<file path="config.mk">
export PLATFORM = sky130hd
export DESIGN_NAME = fnd_display_scheduler
export DESIGN_NICKNAME = d
export VERILOG_FILES = /design/src/rtl/fnd_display_scheduler.sv
export SDC_FILE = /design/constraint.sdc
export NUM_CORES = 1
export LEC_CHECK = 0
export CELL_PAD_IN_SITES_DETAIL_PLACEMENT = 2
export CELL_PAD_IN_SITES_GLOBAL_PLACEMENT = 2
export CORE_UTILIZATION = 32
export DETAILED_ROUTE_END_ITERATION = 8
export HOLD_SLACK_MARGIN = 0.08
export PLACE_DENSITY = 0.9
export SETUP_SLACK_MARGIN = 0.4
export SKIP_LAST_GASP = 1
export SLEW_MARGIN = 0
export SYNTH_ARGS = -nofsm -noshare
export SYNTH_HDL_FRONTEND = slang
export SYNTH_SLANG_ARGS = --single-unit
export TNS_END_PERCENT = 5
</file>
<file path="constraint.sdc">
create_clock -name MCLK -period 2.3 [get_ports MCLK]
set_clock_uncertainty 0.05 [all_clocks]
set_input_delay 0.46 -clock MCLK [delete_from_list [all_inputs] [get_ports MCLK]]
set_output_delay 0.46 -clock MCLK [all_outputs]
set_load 0.005 [all_outputs]
</file>
<file path="src/rtl/fnd_display_scheduler.sv">
// ---------------------------------------------------------------------------
// fnd_display_scheduler
//
// Purpose:
//   Shares one 3-digit FND display between three sources, highest priority
//   first: one-shot message/error codes (4-phase MSG_REQ/MSG_ACK handshake
//   with a guaranteed minimum hold), level-requested status patterns, and
//   the background page number. The block also owns the digit scan and
//   presents the displayed 12-bit word one nibble per digit slot. The
//   displayed word only changes at a frame boundary, so digits from two
//   different words are never mixed on the display.
//
// Ports:
//   MCLK          in   1   clock (48 MHz nominal)
//   nRESET        in   1   asynchronous active-low reset
//   MSG_REQ       in   1   message request, 4-phase with MSG_ACK
//   MSG_DATA      in  12   message word, captured when the request is accepted
//   MSG_ACK       out  1   message hold complete
//   STAT_REQ      in   1   status request, level sensitive
//   STAT_DATA     in  12   status word, live
//   PAGE_DATA     in  12   background page word, live
//   DISP_VALUE    out 12   word currently on display
//   DISP_SRC      out  2   source of DISP_VALUE: 00 page, 01 status, 10 message
//   nDIGIT        out  3   active-low anode select (011 -> 101 -> 110)
//   DIGIT_NIBBLE  out  4   nibble for the currently selected digit
// ---------------------------------------------------------------------------
`timescale 1ns/1ps

module fnd_display_scheduler #(
  parameter int SCAN_DIV    = 1024,
  parameter int HOLD_CYCLES = 12000000
) (
  input  logic        MCLK,
  input  logic        nRESET,
  input  logic        MSG_REQ,
  input  logic [11:0] MSG_DATA,
  output logic        MSG_ACK,
  input  logic        STAT_REQ,
  input  logic [11:0] STAT_DATA,
  input  logic [11:0] PAGE_DATA,
  output logic [11:0] DISP_VALUE,
  output logic [1:0]  DISP_SRC,
  output logic [2:0]  nDIGIT,
  output logic [3:0]  DIGIT_NIBBLE
);

  // HOLD_CYCLES+1 keeps the width non-zero when HOLD_CYCLES is 1.
  localparam int ScanW = $clog2(SCAN_DIV);
  localparam int HoldW = $clog2(HOLD_CYCLES + 1);

  localparam logic [ScanW-1:0] ScanLast = ScanW'(SCAN_DIV - 1);
  localparam logic [HoldW-1:0] HoldLoad = HoldW'(HOLD_CYCLES - 1);

  localparam logic [2:0] DigHi  = 3'b011;
  localparam logic [2:0] DigMid = 3'b101;
  localparam logic [2:0] DigLo  = 3'b110;

  localparam logic [1:0] SrcPage = 2'b00;
  localparam logic [1:0] SrcStat = 2'b01;
  localparam logic [1:0] SrcMsg  = 2'b10;

  typedef enum logic [1:0] {
    IDLE_PAGE = 2'd0,
    SHOW_STAT = 2'd1,
    SHOW_MSG  = 2'd2,
    MSG_DONE  = 2'd3
  } state_e;

  state_e            state_q, state_d;
  logic [ScanW-1:0]  scanCnt_q, scanCnt_d;
  logic [2:0]        nDigit_q, nDigit_d;
  logic [11:0]       dispValue_q, dispValue_d;
  logic [1:0]        dispSrc_q, dispSrc_d;
  logic [HoldW-1:0]  holdCnt_q, holdCnt_d;
  logic [11:0]       msgLatch_q, msgLatch_d;

  logic scanTick;
  logic frameEnd;

  // Digit-slot timing. The tick fires on the last count of each slot and
  // advances the anode rotation; a tick on the last digit closes the frame.
  always_comb begin
    scanTick  = (scanCnt_q == ScanLast);
    frameEnd  = scanTick && (nDigit_q == DigLo);
    scanCnt_d = scanTick ? '0 : scanCnt_q + 1'b1;
    nDigit_d  = nDigit_q;
    if (scanTick) begin
      case (nDigit_q)
        DigHi:   nDigit_d = DigMid;
        DigMid:  nDigit_d = DigLo;
        default: nDigit_d = DigHi;
      endcase
    end
  end

  // Source arbitration. A message is accepted only from IDLE_PAGE or
  // SHOW_STAT, which is why a request still held in MSG_DONE cannot
  // retrigger. The hold counter is loaded with HOLD_CYCLES-1 and the exit
  // happens on the edge that sees zero, so accept-to-ACK is exactly
  // HOLD_CYCLES cycles whatever the scan phase.
  always_comb begin
    state_d    = state_q;
    holdCnt_d  = holdCnt_q;
    msgLatch_d = msgLatch_q;
    case (state_q)
      IDLE_PAGE: begin
        if (MSG_REQ) begin
          state_d    = SHOW_MSG;
          msgLatch_d = MSG_DATA;
          holdCnt_d  = HoldLoad;
        end else if (STAT_REQ) begin
          state_d = SHOW_STAT;
        end
      end
      SHOW_STAT: begin
        if (MSG_REQ) begin
          state_d    = SHOW_MSG;
          msgLatch_d = MSG_DATA;
          holdCnt_d  = HoldLoad;
        end else if (!STAT_REQ) begin
          state_d = IDLE_PAGE;
        end
      end
      SHOW_MSG: begin
        if (holdCnt_q == '0) begin
          state_d = MSG_DONE;
        end else begin
          holdCnt_d = holdCnt_q - 1'b1;
        end
      end
      MSG_DONE: begin
        if (!MSG_REQ) begin
          state_d = STAT_REQ ? SHOW_STAT : IDLE_PAGE;
        end
      end
      default: state_d = IDLE_PAGE;
    endcase
  end

  // Frame-boundary load. The live sources are sampled only here, which is
  // what keeps a whole frame showing a single word.
  always_comb begin
    dispValue_d = dispValue_q;
    dispSrc_d   = dispSrc_q;
    if (frameEnd) begin
      case (state_q)
        SHOW_MSG, MSG_DONE: begin
          dispValue_d = msgLatch_q;
          dispSrc_d   = SrcMsg;
        end
        SHOW_STAT: begin
          dispValue_d = STAT_DATA;
          dispSrc_d   = SrcStat;
        end
        default: begin
          dispValue_d = PAGE_DATA;
          dispSrc_d   = SrcPage;
        end
      endcase
    end
  end

  // State registers; reset drops any in-flight message without an ACK.
  always_ff @(posedge MCLK or negedge nRESET) begin
    if (!nRESET) begin
      state_q     <= IDLE_PAGE;
      scanCnt_q   <= '0;
      nDigit_q    <= DigHi;
      dispValue_q <= 12'h000;
      dispSrc_q   <= SrcPage;
      holdCnt_q   <= '0;
      msgLatch_q  <= 12'h000;
    end else begin
      state_q     <= state_d;
      scanCnt_q   <= scanCnt_d;
      nDigit_q    <= nDigit_d;
      dispValue_q <= dispValue_d;
      dispSrc_q   <= dispSrc_d;
      holdCnt_q   <= holdCnt_d;
      msgLatch_q  <= msgLatch_d;
    end
  end

  // MSG_DONE is exactly the window in which the acknowledge is asserted.
  assign MSG_ACK    = (state_q == MSG_DONE);
  assign DISP_VALUE = dispValue_q;
  assign DISP_SRC   = dispSrc_q;
  assign nDIGIT     = nDigit_q;

  // Nibble select follows the anode that is currently driven.
  always_comb begin
    case (nDigit_q)
      DigHi:   DIGIT_NIBBLE = dispValue_q[11:8];
      DigMid:  DIGIT_NIBBLE = dispValue_q[7:4];
      DigLo:   DIGIT_NIBBLE = dispValue_q[3:0];
      default: DIGIT_NIBBLE = 4'hF;
    endcase
  end

endmodule

</file>
==> flow_metrics.py, run 1 <==
metrics = {
    "clocking": {
        "cts_made_buffers": 9,
        "cts_sinks": 65,
        "clock_latency_ps": 360,
        "ctsRootBufferMaster": "clkbuf_8",
        "clkTransAtPathRegs_ps": 80,
        "htree_levels": 3,
        "cts_buffer_depth": 2,
        "cts_tree": "yes",
    },
    "power": {
        "power_density_nw_per_um2": 786,
        "p_sw_share_pct": 35.1,
        "p_leak_uw": 0.00193,
        "pwr-share-comb_pct": 30.0,
        "p_seq_share_pct": 39.8,
        "power.internal_uw": 2360,
        "p_switching_uw": 1280,
        "pwr-share-clk_pct": 30.2,
        "vdd_ir_drop_max_mv": 0.386,
    },
    "floorplan": {
        "die_w_um": 102,
        "initial_core_util_pct": 32.9,
        "num_io_pins": 62,
        "std_cell_rows": 36,
        "dieArea_sq_um": 10500,
        "core-area_sq_um": 9770,
        "chipHeight_um": 102,
    },
    "logic_synthesis": {
        "yosysTopAreaCellShare_pct": 49.0,
        "yosysTopAreaCell": "dfrtp_1",
        "avgSynthCellArea_sq_um": 9.35,
        "synth_area_sq_um": 3220,
        "ys_seq_area_share_pct": 50.7,
        "synth-edff-count": 0,
        "synth.distinct_cells": 49,
        "synth.area.top_cells": "dfrtp_1 (49%), nand2_1 (7.6%), mux2i_1 (5.3%), nor2_1 (4.0%), a21oi_1 (3.4%)",
        "ys_async_sr_fraction_pct": 100,
        "yosysWarnings": 0,
        "yosys_most_used_dff": "dfrtp_1",
        "synth-seq-cells": 65,
        "syn_inst": 344,
        "synth_nets": 387,
    },
    "routing": {
        "drt_wl_total_um": 12900,
        "avgViaCountPerCell": 5.33,
        "vias": 3076,
        "drc": 0,
        "drt_iter0_drc": 88,
        "first_pass_iters": 4,
        "wire_per_inst_um": 22.3,
        "ant_nets": 0,
    },
    "sta": {
        "holdWs_ps": 434,
        "slew_headroom_pct": 61.0,
        "post-route-period-util_pct": 92.9,
        "fin_crit_ps": 2140,
        "finalSetupViolations": 0,
        "worst_pin_slew_ps": 583,
        "slew_viol_final": 0,
        "rsz0062_at_grt": "true",
        "fmax_mhz": 468,
        "fin_tns_setup_ps": 0,
        "hold_viol_final": 0,
    },
    "grt": {
        "grt_pass1_vias": 3442,
        "antenna_found_initial": 0,
        "grt_use_total_pct": 25.4,
        "grt_pass1_wl_um": 19400,
        "grt_max_degree": 33,
        "overflow": 0,
    },
    "worst_hold_path": {
        "min_path_type": "reg2reg",
    },
    "cells_and_area": {
        "fin_area_sq_um": 4630,
        "drive_gt1_share_pct": 22.3,
        "most-common-layout-cells": "nand2_1 (64), dfrtp_1 (57), clkdlybuf4s50_1 (55)",
        "layout.cells.most_common": "nand2_1",
        "nets": 482,
        "diodes": 0,
        "area.growth.synth_to_final_pct": 44.0,
    },
    "setup_path": {
        "worst-endpoint-arrival_ps": 2380,
        "crit_required_ps": 2540,
        "critical_path.startpoint_type": "flip-flop",
        "reg2reg_slack_ps": 160,
        "endpoint_kind": "flip-flop",
        "path_class": "reg2reg",
        "critPathMaxFanout": 8,
    },
    "place": {
        "hpwl_um": 7760,
        "io_buffer_count": 61,
        "place_congestion": 0.814,
        "post_dp_cell_area_sq_um": 4060,
    },
    "outcome": {
        "status": "finished clean",
    },
    "job": {
        "drv_cap": 0,
    },
}
[synth_stat cells (2+ instances only)]
| cell type | n |
|---|---|
| inv_1 | 6 |
| o21ai_1 | 4 |
| ha_1 | 3 |
| nor3_1 | 7 |
| o211ai_1 | 3 |
| a31oi_1 | 3 |
| or4_1 | 3 |
| and2_1 | 2 |
| dfstp_2 | 2 |
| nor4_1 | 4 |
| or3_1 | 4 |
| nand2b_1 | 6 |
| nand4_1 | 5 |
| a21oi_1 | 22 |
| nand3_1 | 9 |
| o31ai_1 | 6 |
| o22ai_1 | 4 |
| o21ai_0 | 18 |
| xor2_1 | 5 |
| nand2_1 | 65 |
| nor2_1 | 34 |
| nor2b_1 | 4 |
| dfrtp_1 | 63 |
| clkbuf_1 | 15 |
| nand3b_1 | 3 |
| mux2i_1 | 17 |
| xnor2_1 | 5 |
[flip-flops by register name, indices dropped and copies added, names as in the netlist]
name        cells
msgLatch_q     12
scanCnt_q      10
state_q         2
DISP_VALUE     12
DISP_SRC        2
nDIGIT          3
holdCnt_q      24
[final cells by class]
class	count	area, sq um
fill	1020	5140
multi-input combinational	257	1670
sequential	65	1640
timing repair buffer	100	912
tap	133	166
clock buffer	9	124
clock inverter	7	95.1
inverter	6	22.5
[final timing paths]
| check | from | endpoint | cells after the start |
|---|---|---|---|
| min reg2reg | scanCnt_q[8] | scanCnt_q[8] | 1 |
| min in group asynchronous | nRESET | nDIGIT[2] | 2 |
| max in group asynchronous | nRESET | holdCnt_q[16] | 3 |
| min | scanCnt_q[8] | scanCnt_q[8] | 1 |
| max reg2reg | holdCnt_q[3] | holdCnt_q[23] | 5 |
| max | holdCnt_q[3] | holdCnt_q[23] | 5 |
[power groups by stage]
stage | registers, uW | clock network, uW | logic (uW)
2_1_floorplan | 1400 | 0 | 492
5_1_grt | 1470 | 1160 | 1170
4_1_cts | 1440 | 1110 | 979
3_5_place_dp | 1460 | 0 | 816
6_report | 1450 | 1100 | 1090
3_3_place_gp | 1430 | 0 | 764
[repair_timing]
item / in CTS / in global routing
setup endpoints to repair: 48 / 47
endpoints found under the hold margin: 17 / 0
gates cloned: 0 / 0
hold buffers: 1 / 0
gates resized for setup: 35 / 18
pin swaps: 6 / 8
buffers inserted: 14 / 8
[worst max-delay path, stage by stage (launching register included)]
cell,delay (ps)
dfrtp_2,450
nor4_4,400
and4b_2,400
nand4_4,180
or4_1,480
nand3_1,110
[per-layer routing]
metal / share of wire [%] / global-route usage, % / vias up
met5: 0 / 0 / -
li1: - / - / 1394
met3: 2.3 / 4.51 / 24
met4: 2.9 / 12.1 / 0
met1: 42 / 30.2 / 1603
met2: 53 / 44.5 / 55
[metrics by stage]
step / util [%] / power [uW] / std cells / worst slack, ps
3_5_place_dp: 41.5 / 2270 / 538 / 113
3_3_place_gp: 41.5 / 2200 / 538 / 216
5_1_grt: 47.4 / 3790 / 577 / 79.6
6_report: 47.4 / 3640 / 577 / 164
2_1_floorplan: - / 1890 / 344 / 300
4_1_cts: 45.9 / 3520 / 569 / 220
[cell families after synthesis]
family | Yosys count | share of synthesized area (%)
simple gates | 158 | 24.6
compound gates | 68 | 12.6
flops | 65 | 50.7
buf+inv | 22 | 2.57
mux | 18 | 5.64
xor+xnor | 10 | 2.72
fa+ha+maj | 3 | 1.17
Note: power is estimated with default switching activity, not from simulation.
==> run 2: changes to the inputs <==
--- a/config.mk
+++ b/config.mk
@@ -7,10 +7,12 @@
 export LEC_CHECK = 0
 export CELL_PAD_IN_SITES_DETAIL_PLACEMENT = 2
 export CELL_PAD_IN_SITES_GLOBAL_PLACEMENT = 2
+export CORE_MARGIN = 2
 export CORE_UTILIZATION = 32
 export DETAILED_ROUTE_END_ITERATION = 8
 export HOLD_SLACK_MARGIN = 0.08
 export PLACE_DENSITY = 0.9
+export REMOVE_ABC_BUFFERS = 1
 export SETUP_SLACK_MARGIN = 0.4
 export SKIP_LAST_GASP = 1
 export SLEW_MARGIN = 0
==> flow_metrics.py, run 2 (synthesized netlist as in run 1, its figures left out) <==
metrics = {
    "outcome": {
        "status": "finished clean",
    },
    "clocking": {
        "clock_latency_ps": 360,
        "cts_buffer_depth": 2,
        "htree_levels": 3,
        "cts_sinks": 65,
        "cts_tree": "yes",
        "ctsRootBufferMaster": "clkbuf_8",
        "clkTransAtPathRegs_ps": 80,
        "cts_made_buffers": 9,
    },
    "place": {
        "post_dp_cell_area_sq_um": 4090,
        "hpwl_um": 7770,
        "io_buffer_count": 61,
        "place_congestion": 0.780,
    },
    "routing": {
        "vias": 3065,
        "avgViaCountPerCell": 5.29,
        "wire_per_inst_um": 21.4,
        "ant_nets": 0,
        "drc": 0,
        "drt_wl_total_um": 12400,
        "first_pass_iters": 4,
        "drt_iter0_drc": 76,
    },
    "cells_and_area": {
        "area.growth.synth_to_final_pct": 43.4,
        "multiInputGateArea_sq_um": 1590,
        "fin_area_sq_um": 4610,
        "nets": 484,
        "diodes": 0,
        "top_register": "holdCnt_q",
        "drive_gt1_share_pct": 20.4,
        "fillers": 1044,
        "largest_reg_flops": 24,
        "most-common-layout-cells": "nand2_1 (64), dfrtp_1 (57), clkdlybuf4s50_1 (56)",
        "layout.cells.most_common": "nand2_1",
        "regArea_sq_um": 1640,
    },
    "setup_path": {
        "endpoint_kind": "flip-flop",
        "reg2reg_from": "holdCnt_q[4]",
        "slowest_delay_ps": 430,
        "path_class": "reg2reg",
        "reg2reg_slack_ps": 160,
        "rr_endpoint": "holdCnt_q[12]",
        "rr_worst_depth": 5,
        "worst-endpoint-arrival_ps": 2280,
        "cp_cell_sequence": "nor4_4 -> and4b_2 -> a31oi_4 -> a311oi_1 -> a41oi_1",
        "critPathMaxFanout": 9,
        "slowest_stage": "dfrtp_2",
        "crit_required_ps": 2440,
        "critical_path.startpoint_type": "flip-flop",
    },
    "sta": {
        "worst_pin_slew_ps": 676,
        "fin_crit_ps": 2140,
        "slew_headroom_pct": 54.9,
        "slew_viol_final": 0,
        "finalSetupViolations": 0,
        "post-route-period-util_pct": 93.0,
        "fmax_mhz": 468,
        "rsz0062_at_grt": "true",
        "fin_tns_setup_ps": 0,
        "hold_viol_final": 0,
    },
    "grt": {
        "antenna_found_initial": 0,
        "grt_max_degree": 52,
        "grt_pass1_wl_um": 19300,
        "grt_use_total_pct": 22.7,
        "grt_pass1_vias": 3496,
        "overflow": 0,
    },
    "floorplan": {
        "std_cell_rows": 36,
        "num_io_pins": 62,
        "chipHeight_um": 104,
        "core-area_sq_um": 9770,
        "initial_core_util_pct": 32.9,
        "dieArea_sq_um": 10900,
        "die_w_um": 104,
    },
    "worst_hold_path": {
        "hp-start": "msgLatch_q[2]",
        "min_to": "msgLatch_q[2]",
        "hold_depth": 2,
        "min_path_type": "reg2reg",
    },
    "power": {
        "total_power_uw": 3750,
        "p_leak_uw": 0.00193,
        "vdd_ir_drop_max_mv": 0.353,
        "power_density_nw_per_um2": 812,
    },
    "job": {
        "drv_cap": 0,
    },
}
## run 2: changes by cell type in the layout (fill, tap and decap cells not counted), sizes merged
cell / previous run / this run
clkdlybuf4s50: 55 / 56
bufinv: 2 / 4
inv: 6 / 7
buf: 41 / 44
clkbuf: 11 / 10
dlygate4sd2: 1 / 0
clkinv: 4 / 1
## run 2: how the worst max path moves through the flow
stage	from	to	slack [ps]
floorplan	scanCnt_q[0]	DISP_SRC[1]	-420
global placement	nDIGIT[1]	DIGIT_NIBBLE[3]	210
detailed placement	holdCnt_q[18]	holdCnt_q[12]	80
CTS	holdCnt_q[3]	holdCnt_q[22]	220
global route	holdCnt_q[4]	holdCnt_q[12]	50
finish	holdCnt_q[4]	holdCnt_q[12]	160
## run 2: power by group
| part | internal [uW] | switching, uW | total (uW) |
|---|---|---|---|
| Sequential | 1300 | 122 | 1420 |
| Clock | 832 | 502 | 1330 |
| Combinational | 449 | 545 | 994 |
| Total | 2580 | 1170 | 3750 |
## run 2: area by class of cell
type / instances / area share, %
well taps: 133 / 3.61
repair buffers: 102 / 20.2
multi-input cells: 257 / 34.4
inverters: 6 / 0.488
clock buffers: 9 / 2.69
flip-flops and latches: 65 / 35.5
clock inverters: 7 / 3.07
## run 2: repair_timing
action,4_1_cts,5_1_grt
setup endpoints to repair,33,57
setup buffers,12,10
hold buffers,1,0
endpoints found under the hold margin,12,0
pin swaps,10,7
gates resized for setup,31,9
## run 2: per-layer routing
layer	routed length [um]	vias up	global-route usage, %	share of wire (%)
met5	0	-	0	0
met4	294	0	6.56	2.4
met3	309	20	4.76	2.5
met2	6860	68	42.0	55
met1	4930	1574	26.2	40
li1	-	1403	-	-
## run 2: stage by stage
step / hold WS [ps] / cells / worst slack [ps] / util (%)
final: 442 / 579 / 161 / 47.2
after global routing: 470 / 579 / 54.5 / 47.2
after CTS: 442 / 569 / 217 / 46.1
after detailed placement: 345 / 540 / 81.6 / 41.8
after global placement: 348 / 540 / 206 / 41.8
after floorplan: 114 / 328 / -425 / -
## run 2: worst max-delay path, delay by kind of cell (launching register included)
family,cells,cell delay [ps]
AOI/OAI and AO/OA,3,730
and+or+nand+nor,2,780
DFF,1,430
